`src/rtl/cpu_alu_pkg.sv`:
```
// Shared ALU definitions: operand width, divider FSM states and counter width.
package cpu_alu_pkg;
  localparam int XLEN      = 32;
  localparam int DIV_CNT_W = $clog2(XLEN + 1);

  typedef enum logic [1:0] {
    IDLE,
    RUN,
    FIN
  } div_state_t;
endpackage

```
`src/rtl/div_sub_stage.sv`:
```
// One restoring-division step: subtract divisor from the shifted partial
// remainder when it fits, reporting the quotient bit.
module div_sub_stage #(
  parameter int WIDTH = 32
) (
  input  logic [WIDTH:0]   rem,
  input  logic [WIDTH-1:0] divisor,
  output logic [WIDTH-1:0] next_rem,
  output logic             qbit
);
  logic [WIDTH-1:0] w_diff;
  logic             w_borrow;

  // A set top bit means rem >= 2^WIDTH > divisor, so the WIDTH+1-bit borrow
  // reduces to this bit OR the borrow of the low WIDTH bits.
  assign {w_borrow, w_diff} = {1'b0, rem[WIDTH-1:0]} - {1'b0, divisor};
  assign qbit               = rem[WIDTH] | ~w_borrow;
  assign next_rem           = qbit ? w_diff : rem[WIDTH-1:0];
endmodule

```
`src/rtl/seq_divider.sv`:
```
// Multi-cycle restoring divider with start/busy/done handshake.
// Define DIV_SIGNED_EN to build signed (truncate-toward-zero) support.
module seq_divider
  import cpu_alu_pkg::*;
#(
  parameter int WIDTH = XLEN
) (
  input  logic             clock,
  input  logic             reset_n,
  input  logic             start,
  input  logic             signed_op,
  input  logic [WIDTH-1:0] dividend,
  input  logic [WIDTH-1:0] divisor,
  output logic             busy,
  output logic             done,
  output logic [WIDTH-1:0] quotient,
  output logic [WIDTH-1:0] remainder,
  output logic             div_zero
);
  localparam int CNT_W = $clog2(WIDTH + 1);

  div_state_t       r_state;
  div_state_t       w_state_next;
  logic [CNT_W-1:0] r_cnt;
  logic [WIDTH-1:0] r_dvd;
  logic [WIDTH-1:0] r_dvs;
  logic [WIDTH-1:0] r_rem;
  logic             r_busy;
  logic             r_done;
  logic [WIDTH-1:0] r_quot;
  logic [WIDTH-1:0] r_rem_out;
  logic             r_dz;

  logic [WIDTH-1:0] w_dvd_in;
  logic [WIDTH-1:0] w_dvs_in;
  logic [WIDTH-1:0] w_next_rem;
  logic             w_qbit;
  logic             w_fin_dz;
  logic [WIDTH-1:0] w_fin_q;
  logic [WIDTH-1:0] w_fin_r;

`ifdef DIV_SIGNED_EN
  logic r_neg_q;
  logic r_neg_r;
  logic w_neg_dvd;
  logic w_neg_dvs;

  assign w_neg_dvd = signed_op & dividend[WIDTH-1];
  assign w_neg_dvs = signed_op & divisor[WIDTH-1];
  // Divide-by-zero keeps the raw dividend so it can be returned as remainder.
  assign w_dvd_in  = (w_neg_dvd && (divisor != '0)) ? -dividend : dividend;
  assign w_dvs_in  = w_neg_dvs ? -divisor : divisor;
  assign w_fin_dz  = (r_dvs == '0);
  assign w_fin_q   = w_fin_dz ? '1    : (r_neg_q ? -r_dvd : r_dvd);
  assign w_fin_r   = w_fin_dz ? r_dvd : (r_neg_r ? -r_rem : r_rem);

  always_ff @(posedge clock) begin
    if (!reset_n) begin
      r_neg_q <= 1'b0;
      r_neg_r <= 1'b0;
    end else if (r_state == IDLE && start) begin
      r_neg_q <= w_neg_dvd ^ w_neg_dvs;
      r_neg_r <= w_neg_dvd;
    end
  end
`else
  logic w_unused_signed;

  assign w_unused_signed = signed_op;
  assign w_dvd_in        = dividend;
  assign w_dvs_in        = divisor;
  assign w_fin_dz        = (r_dvs == '0);
  assign w_fin_q         = w_fin_dz ? '1    : r_dvd;
  assign w_fin_r         = w_fin_dz ? r_dvd : r_rem;
`endif

  div_sub_stage #(.WIDTH(WIDTH)) u_sub (
    .rem      ({r_rem, r_dvd[WIDTH-1]}),
    .divisor  (r_dvs),
    .next_rem (w_next_rem),
    .qbit     (w_qbit)
  );

  always_ff @(posedge clock) begin
    if (!reset_n) begin
      r_state <= IDLE;
    end else begin
      r_state <= w_state_next;
    end
  end

  always_comb begin
    w_state_next = r_state;
    case (r_state)
      IDLE: if (start) w_state_next = (divisor == '0) ? FIN : RUN;
      RUN:  if (r_cnt == CNT_W'(WIDTH - 1)) w_state_next = FIN;
      FIN:  w_state_next = IDLE;
      default: w_state_next = IDLE;
    endcase
  end

  always_ff @(posedge clock) begin
    if (!reset_n) begin
      r_cnt     <= '0;
      r_dvd     <= '0;
      r_dvs     <= '0;
      r_rem     <= '0;
      r_busy    <= 1'b0;
      r_done    <= 1'b0;
      r_quot    <= '0;
      r_rem_out <= '0;
      r_dz      <= 1'b0;
    end else begin
      r_done <= 1'b0;
      case (r_state)
        IDLE: begin
          if (start) begin
            r_dvd  <= w_dvd_in;
            r_dvs  <= w_dvs_in;
            r_rem  <= '0;
            r_cnt  <= '0;
            r_busy <= 1'b1;
          end
        end
        RUN: begin
          // The dividend register doubles as the quotient shift register.
          r_rem <= w_next_rem;
          r_dvd <= {r_dvd[WIDTH-2:0], w_qbit};
          r_cnt <= r_cnt + 1'b1;
        end
        FIN: begin
          r_busy    <= 1'b0;
          r_done    <= 1'b1;
          r_quot    <= w_fin_q;
          r_rem_out <= w_fin_r;
          r_dz      <= w_fin_dz;
        end
        default: ;
      endcase
    end
  end

  assign busy      = r_busy;
  assign done      = r_done;
  assign quotient  = r_quot;
  assign remainder = r_rem_out;
  assign div_zero  = r_dz;
endmodule
```
`config.mk`:
```
export PLATFORM = sky130hd
export DESIGN_NAME = seq_divider
export DESIGN_NICKNAME = d
export VERILOG_FILES = /design/src/rtl/cpu_alu_pkg.sv /design/src/rtl/div_sub_stage.sv /design/src/rtl/seq_divider.sv
export SDC_FILE = /design/constraint.sdc
export NUM_CORES = 1
export LEC_CHECK = 0
export BUFFER_PORTS_ARGS = -buffer_cell sky130_fd_sc_hd__buf_2
export CORE_ASPECT_RATIO = 0.7
export CORE_UTILIZATION = 50
export DETAILED_ROUTE_END_ITERATION = 8
export GPL_TIMING_DRIVEN = 0
export PLACE_DENSITY = 0.74
export SLEW_MARGIN = 20
export SYNTH_ARGS = -nofsm -noshare
export SYNTH_HDL_FRONTEND = slang
export SYNTH_SLANG_ARGS = --single-unit
```
`constraint.sdc`:
```
create_clock -name clock -period 2.9 [get_ports clock]
set_input_delay 0.87 -clock clock [delete_from_list [all_inputs] [get_ports clock]]
set_output_delay 0.87 -clock clock [all_outputs]
set_load 0.05 [all_outputs]
```
## Word-level counts from Yosys, hierarchy flattened

Cells that the tools add are included.
W data, S select, Z words.

| word-level totals | value |
|---|---|
| bits in registers | 171 |
| input port bits | 68 |
| output and inout bits | 67 |
| logic and storage cells | 44 |

| operators by class | value |
|---|---|
| $add $sub $neg | 2 |
| equality and inequality tests | 5 |
| muxes and demuxes | 16 |
| bitwise gates (word level) | 2 |
| reductions and logical operators | 9 |

Operator list:

| cell | count |
|---|---|
| $mux W32 | 5 |
| $pmux W32 S2 | 2 |
| $logic_not A32 Y1 | 2 |
| $sub A32 B32 Y33 | 1 |
| $pmux W6 S2 | 1 |
| $reduce_and A2 Y1 | 4 |
| $add A6 B1 Y6 const B | 1 |
| $eq A6 B5 Y1 const B | 1 |
| $mux W2 | 3 |
| $mux W6 | 1 |
| $ne A2 B2 Y1 const B | 2 |
| $pmux W2 S2 | 1 |
| $reduce_bool A2 Y1 | 2 |
| $eq A2 B1 Y1 const B | 1 |
| $eq A2 B2 Y1 const B | 1 |
| $logic_not A2 Y1 | 1 |
| $mux W1 | 2 |
| $pmux W1 S2 | 1 |
| $not A1 Y1 | 1 |
| $or A1 B1 Y1 | 1 |

## Depth between registers and ports, before layout

Gate-level depths: netlist (run 1).

| depth | value |
|---|---|
| depth in word-level cells | 5 |
| mapped depth | 14 |
| mapped depth without buffers | 12 |

## Hierarchy

From an unflattened synthesis (run 1), not the netlist that was laid out.

| second synthesis, totals | value |
|---|---|
| cell total of the unflattened synthesis | 1167 |
| area, all modules | 9076.2 um2 |

Modules (own cells, without submodules):

| module | times used | cells an instance | area each (um2) | sequential area each (um2) |
|---|---|---|---|---|
| seq_divider | 1 | 833 | 6965.4 | 3423.3 |
| div_sub_stage | 1 | 334 | 2110.8 | 0.0 |

## Worst setup path before layout (run 1)

No wires, ideal clock.

| timing path | value |
|---|---|
| kind | flip-flop to flip-flop |
| from | register r_dvd[31] |
| to | register r_rem[10] |
| setup time | 0.128 ns |
| data arrival time | 2.723 ns |
| required time | 2.772 ns |
| setup slack | 0.050 ns |
| stages on the path, launching flop included | 15 |
| buffers on the path | 2 |
| cells stage by stage | dfxtp_1 > inv_1 > ha_1 > inv_1 > fa_1 > a211oi_2 > o21ai_2 > o21ba_4 > a2111oi_4 > nor2_2 > a211o_1 > buf_6 > buf_6 > mux2i_1 > o21ai_1 |

| between the ends | value |
|---|---|
| cells in the longest elaborated chain, start to end | 5 |

Ends and longest elaborated chain:

| what | RTL line | RTL |
|---|---|---|
| from (decl) | seq_divider.sv:25 | `logic [WIDTH-1:0] r_dvd;` |
| from (signal assigned) | seq_divider.sv:118 | `r_dvd <= w_dvd_in;` |
| from (signal assigned) | seq_divider.sv:128 | `r_dvd <= {r_dvd[WIDTH-2:0], w_qbit};` |
| $sub A32 B32 Y33 * | div_sub_stage.sv:16 | `assign {w_borrow, w_diff} = {1'b0, rem[WIDTH-1:0]} - {1'b0, divisor};` |
| $not A1 Y1 | div_sub_stage.sv:17 | `assign qbit = rem[WIDTH] \| ~w_borrow;` |
| $or A1 B1 Y1 | div_sub_stage.sv:17 |  |
| $mux W32 * | div_sub_stage.sv:18 | `assign next_rem = qbit ? w_diff : rem[WIDTH-1:0];` |
| $pmux W32 S2 * | seq_divider.sv:115 | `case (r_state)` |
| to (signal assigned) | seq_divider.sv:127 | `r_rem <= w_next_rem;` |
| to (decl) | seq_divider.sv:27 | `logic [WIDTH-1:0] r_rem;` |

Mark *: on every way between the ends. The rest lies on a longest branch, timed or not.
A chain may end at the register's enable or synchronous reset.

## Worst setup path in the final report (run 1)

| timing path | value |
|---|---|
| from | register r_dvd[31] |
| to | register r_rem[0] |

| between the ends | value |
|---|---|
| cells in the longest elaborated chain, start to end | 5 |

Ends and longest elaborated chain:

| what | RTL line |
|---|---|
| $sub A32 B32 Y33 | div_sub_stage.sv:16 |
| $not A1 Y1 | div_sub_stage.sv:17 |
| $or A1 B1 Y1 | div_sub_stage.sv:17 |
| $mux W32 * | div_sub_stage.sv:18 |
| $pmux W32 S2 * | seq_divider.sv:115 |

Marks and branches as above.

==> flow_summary.ini, run 1 <==
[run_status]
outcome = finished with violations
violations = setup timing

[pwr]
swShare_pct = 42.5
power.leakage_nw = 4.80
p_int_mw = 8.04
pwr-share-clk_pct = 17.3
ir_drop_mv = 1.34
switchingPower_mw = 5.95
p_comb_share_pct = 61.1
pwr-share-seq_pct = 21.6
p_per_area_nw_per_um2 = 1290

[synth]
yosys.area.top_type = dfxtp_1
syn_avg_cell_area_um2 = 8.04
yosys_register_bits = 171
synthFlopType = dfxtp_1
ys_async_sr_fraction_pct = 0
synth_edf_count = 0
synth_fp_nets = 1212
synth_cell_types = 60
ys_seq_area_share_pct = 38.3
ys_warn_count = 0
synth_area_leaders = dfxtp_1 38%, nand2_1 7.1%, o21ai_0 6.2%
netlist_area_um2 = 8930
synthDominantCellAreaShare_pct = 38.3
netlist_instances = 1110

[place]
place_congestion = 0.934
port-buffer-count = 132
dp.cells = 1473
dp_hpwl_mm = 20.3
post-place-ws_ps = -584

[timing]
period_minus_slack_ps = 3060
slew_violations = 0
rsz0062_at_grt = true
finalHoldViolations = 0
fmax_ghz = 0.326
whs_ps = 483
finalCritPeriodShare_pct = 106
tightestPinTransition_ps = 821
clock_skew_ps = 11.7
relSlewSlack_pct = 45.2
setup_viol = 33
worst_slack_ps = -163

[worst_setup_path]
startpoint_type = flip-flop
required_ps = 3240
rrSetupSlack_ps = -160
worstReg2RegEnd = r_rem[0]
path_class = reg -> reg
crit_arrival_ps = 3400
timing.rr.start = r_dvd[31]
end_kind = flip-flop
ff2ff_path_depth = 13
worstPathMaxFanout = 6
crit_start = r_dvd[31]

[clock_tree]
cts.root.buffer_cell = clkbuf_16
clk_latency_ps = 450
h-tree-depth = 4
cts.path.max_buffers = 2
cts_buffers = 17
clk_pin_slew_ps = 70
cts.sinks = 171
holdBufCountCts = 0
cts_tree = built

[cells_and_area]
area_growth_syn_to_layout_pct = 21.0
seq_area_um2 = 3430
nets = 1374
multi_input_area_um2 = 5160
drive_above_1_share_pct = 17.2
stdcell_count = 1515
nFillCells = 1554
n_antenna_cell = 0

[worst_hold_path]
hp-start = r_dvs[26]
whs_path_depth = 2
min-delay-path-class = reg -> reg
hold_end = r_dvs[26]

[detailed_routing]
route.detailed.drc = 0
ant_nets = 0
first_pass_iters = 5
routed_wl_mm = 27.6
drt-initial-drc-count = 1035
wl_per_cell_um = 18.2
vias_per_cell = 5.87
num_vias = 8897

[flow_run]
cap_violations = 0

[floorplanning]
initial_core_util_pct = 51.6
dieArea_um2 = 18400
ios = 135
die_y_um = 114
core_um2 = 17300
num_rows = 40
die_w_um = 162

[grt]
grt_pass1_wl_mm = 43.4
grt_pass1_vias = 8030
antenna_found_initial = 0
grt_usage_pct = 30.4
overflow = 0
grt_max_degree = 17
[worst max-delay path by stage]
stage	end	slack [ps]	cells past startpoint
after floorplan	r_rem[10]	50	14
after global placement	r_rem[28]	-660	12
after detailed placement	r_rem[18]	-580	13
after CTS	r_rem[9]	-170	13
after global routing	r_rem[16]	-250	13
final	r_rem[0]	-160	13
[state kept, by name (all words and copies together) (netlist names)]
signal	cells
remainder	32
done	1
quotient	32
r_cnt	6
r_dvs	32
busy	1
r_state	2
r_rem	32
div_zero	1
r_dvd	32
[power by group through the flow]
stage | logic (mW) | registers (mW) | clock network, mW
floorplan | 5.02 | 3.05 | 0
global placement | 6.45 | 3.06 | 0
detailed placement | 6.51 | 3.06 | 0
CTS | 7.46 | 3.01 | 2.43
global route | 9.12 | 3.05 | 2.53
finish | 8.54 | 3.02 | 2.42
[per-layer routing]
metal | GRT usage (%) | vias to the layer above | part of all wire (%)
met5 | 0 | - | 0
met4 | 9.06 | 0 | 1.8
met2 | 43.6 | 353 | 41
met1 | 46.2 | 4227 | 49
met3 | 4.87 | 43 | 7.7
li1 | - | 4274 | -
[area by class of cell]
cell class                 instances  share of cell area, %
buffer                            76                   3.12
clock buffer                      17                   3.94
clock inverter                    14                   1.71
inverter                          40                   1.39
multi-input combinational        818                   47.7
sequential                       171                   31.7
tap                              231                   2.68
timing repair buffer             148                   7.68
[cells by family (layout without fill, tap and decap cells)]
logic type	after synthesis	in the layout	share of synthesized area [%]
compound gates	340	340	25.4
simple gates	369	369	18.0
flops	171	171	38.3
fa+ha+maj	34	34	4.85
xor+xnor	26	26	2.55
buf+inv	121	295	5.42
mux	49	49	5.49
[cells in the mapped netlist, types with 11 or more instances]
library cell and instances:
a21boi_0 33, a21o_1 19, a21oi_1 49, a32oi_1 12
clkbuf_1 66, dfxtp_1 171, ha_1 33, inv_1 40
mux2i_1 49, nand2_1 169, nand3_1 11, nor2_1 93
nor3_1 35, nor4_1 16, o211a_1 32, o21ai_0 110
o21ai_1 22, xor2_1 16
[cells in the final DEF, fill, tap and decap left out, drive strengths merged, types with 35 or more instances in the layout]
master	n
a21oi	49
buf	160
clkbuf	81
dfxtp	171
inv	46
mux2i	49
nand2	169
nor2	94
nor3	35
o21ai	133
[worst max-delay path, stage by stage (launching register included)]
cell	delay, ps
dfxtp_2	330
inv_2	80
ha_4	150
inv_2	40
fa_2	350
a211oi_2	240
o21ai_2	110
o21ba_4	230
a2111oi_4	420
nor2_4	110
a211o_4	440
buf_4	170
mux2i_1	100
a22o_1	190
[per-stage QoR]
step	TNS (ps)	cell area, um^2	util [%]	total power [mW]
floorplan	0	8930	-	8.07
global placement	-15380	9880	57.0	9.51
detailed placement	-14530	9880	57.0	9.57
CTS	-3020	10600	61.5	12.9
global route	-6040	10800	62.4	14.7
finish	-3650	10800	62.4	14.0
[repair_timing]
item	CTS	global route
gates resized for setup	25	26
setup buffers	8	6
gates cloned	1	1
pin swaps	11	12
endpoints found under the setup margin	33	81
Note: power is estimated with default switching activity, not from simulation.
==> inputs of run 2 (changes only) <==
--- a/config.mk
+++ b/config.mk
@@ -7,10 +7,10 @@
 export LEC_CHECK = 0
 export BUFFER_PORTS_ARGS = -buffer_cell sky130_fd_sc_hd__buf_2
 export CORE_ASPECT_RATIO = 0.7
-export CORE_UTILIZATION = 50
+export CORE_UTILIZATION = 45
 export DETAILED_ROUTE_END_ITERATION = 8
 export GPL_TIMING_DRIVEN = 0
-export PLACE_DENSITY = 0.74
+export PLACE_DENSITY = 0.69
 export SLEW_MARGIN = 20
 export SYNTH_ARGS = -nofsm -noshare
 export SYNTH_HDL_FRONTEND = slang
==> constraint.sdc (replaced) <==
create_clock -name clock -period 3.43 [get_ports clock]
set_input_delay 1.029 -clock clock [delete_from_list [all_inputs] [get_ports clock]]
set_output_delay 1.029 -clock clock [all_outputs]
set_load 0.05 [all_outputs]
==> run 2 against run 1 <==
The flow now finishes without violations. Clock power shrank 13%. Final cell count rose by 1.7%. Highest routed layer unchanged. Sequential cell count did not move. Critical endpoint is now r_rem[9]. Non-clock buffer count is 9 lower.
==> flow_summary.ini, run 2 (synthesis results as in run 1) <==
[run_status]
outcome = complete, no violations

[worst_setup_path]
crit_start = r_dvd[31]
critPathCapture = r_rem[9]
slowest_stage = a2111oi_4
cp_cell_sequence = inv_1 -> ha_2 -> inv_1 -> fa_2 -> a211oi_2 -> o21ai_2 -> o21ba_4 -> a2111oi_4 -> nor2_4 -> a211o_1 -> buf_6 -> buf_6 -> mux2i_2 -> o21ai_1
required_ps = 3740
worstReg2RegEnd = r_rem[9]
crit_arrival_ps = 3650
rrSetupSlack_ps = 90
end_kind = flip-flop
timing.rr.start = r_dvd[31]
ff2ff_path_depth = 14
path_class = reg -> reg
startpoint_type = flip-flop
worstPathMaxFanout = 10
cpPeakStageDelay_ps = 390

[cells_and_area]
final_cell_mix = 171 x dfxtp_1, 168 x nand2_1, 136 x buf_2
n_antenna_cell = 0
area_growth_syn_to_layout_pct = 18.7
final_common_cell = dfxtp_1
fin_util_pct = 55.3
drive_above_1_share_pct = 14.7
nFillCells = 1805
nets = 1365

[floorplanning]
die_w_um = 170
ios = 135
core_um2 = 19200
initial_core_util_pct = 46.5
die_y_um = 120
dieArea_um2 = 20400
num_rows = 42

[clock_tree]
h-tree-depth = 4
clk_latency_ps = 440
cts_tree = built
cts.path.max_buffers = 2
cts.sinks = 171
clk_pin_slew_ps = 70
cts.root.buffer_cell = clkbuf_16
cts_buffers = 17

[timing]
worst_slack_ps = 89.4
clock_skew_ps = 8.24
slew_violations = 0
relSlewSlack_pct = 45.2
finalCritPeriodShare_pct = 97.4
finalHoldViolations = 0
fmax_ghz = 0.299
tightestPinTransition_ps = 822
period_minus_slack_ps = 3340
setup_viol = 0

[grt]
grt_pass1_vias = 7810
antenna_found_initial = 0
grt_max_degree = 17
grt_pass1_wl_mm = 42.5
grt_usage_pct = 27.1
overflow = 0

[pwr]
p_per_area_nw_per_um2 = 997
ir_drop_mv = 0.797
power.leakage_nw = 4.73
total_power_mw = 10.6

[detailed_routing]
route.detailed.drc = 0
first_pass_iters = 5
vias_per_cell = 5.72
drt-initial-drc-count = 1007
num_vias = 8807
wl_per_cell_um = 17.7
routed_wl_mm = 27.3
ant_nets = 0

[worst_hold_path]
min-delay-path-class = reg -> reg

[place]
post-place-ws_ps = -23.1
port-buffer-count = 132
dp_hpwl_mm = 20.7
place_congestion = 0.927

[flow_run]
cap_violations = 0
run 2: cell count changes in the layout (fill, tap and decap cells not counted), sizes merged:
| cell | delta |
|---|---|
| clkinv | +5 |
| inv | -6 |
| buf | -12 |
| clkinvlp | -4 |
| bufinv | +1 |
| clkbuf | +8 |
run 2: stage by stage:
stage / setup TNS [ps] / instances / hold slack, ps / cell area (um^2)
6_report: 0 / 1540 / 481 / 10600
5_1_grt: -9.53 / 1540 / 503 / 10600
4_1_cts: 0 / 1538 / 482 / 10600
3_5_place_dp: -54.6 / 1506 / 474 / 9920
3_3_place_gp: -170 / 1506 / 471 / 9920
2_1_floorplan: 0 / 1110 / 456 / 8930
run 2: how the worst min path moves through the flow:
stage | startpoint | to | slack [ps] | depth (start not counted)
final | r_dvs[26] | r_dvs[26] | 480 | 2
after global routing | r_dvs[25] | r_dvs[25] | 500 | 2
after CTS | r_dvs[26] | r_dvs[26] | 480 | 2
after detailed placement | r_dvs[26] | r_dvs[26] | 470 | 2
after global placement | r_dvs[26] | r_dvs[26] | 470 | 2
after floorplan | r_dvs[17] | r_dvs[17] | 460 | 2
run 2: where the power goes:
part           internal [mW]  switching, mW
logic                   2.51           3.41
registers               2.24          0.312
clock network           1.28          0.821
total                   6.03           4.54
run 2: critical path, delay by kind of cell, from the launching register on:
family                     cells  cell delay, ps
muxes                          1             240
buffers and inverters          4             460
DFF                            1             360
AOI/OAI and AO/OA              6            1410
and+or+nand+nor                1             130
adders and majority gates      2             590
run 2: area by class of cell:
cell class / count / area [um^2] / share of cell area, %
clock buffer: 22 / 474 / 4.47
multi-input combinational: 818 / 5040 / 47.6
sequential: 171 / 3420 / 32.3
buffer: 81 / 337 / 3.18
tap: 264 / 330 / 3.12
clock inverter: 10 / 164 / 1.55
timing repair buffer: 134 / 676 / 6.38
inverter: 40 / 150 / 1.42
run 2: timing repair:
item | in CTS | in global routing
buffers inserted | 0 | 2
hold endpoints to repair | 0 | 0
pin swaps | 0 | 1
hold buffers | 0 | 0
endpoints found under the setup margin | 10 | 30
resized for setup | 1 | 7
run 2: per-layer routing:
metal	vias up	GRT usage, %	wire length [um]
met4	0	7.04	371
met5	-	0	0
met2	381	37.6	10800
li1	4247	-	-
met3	33	4.29	2160
met1	4146	42.6	13900
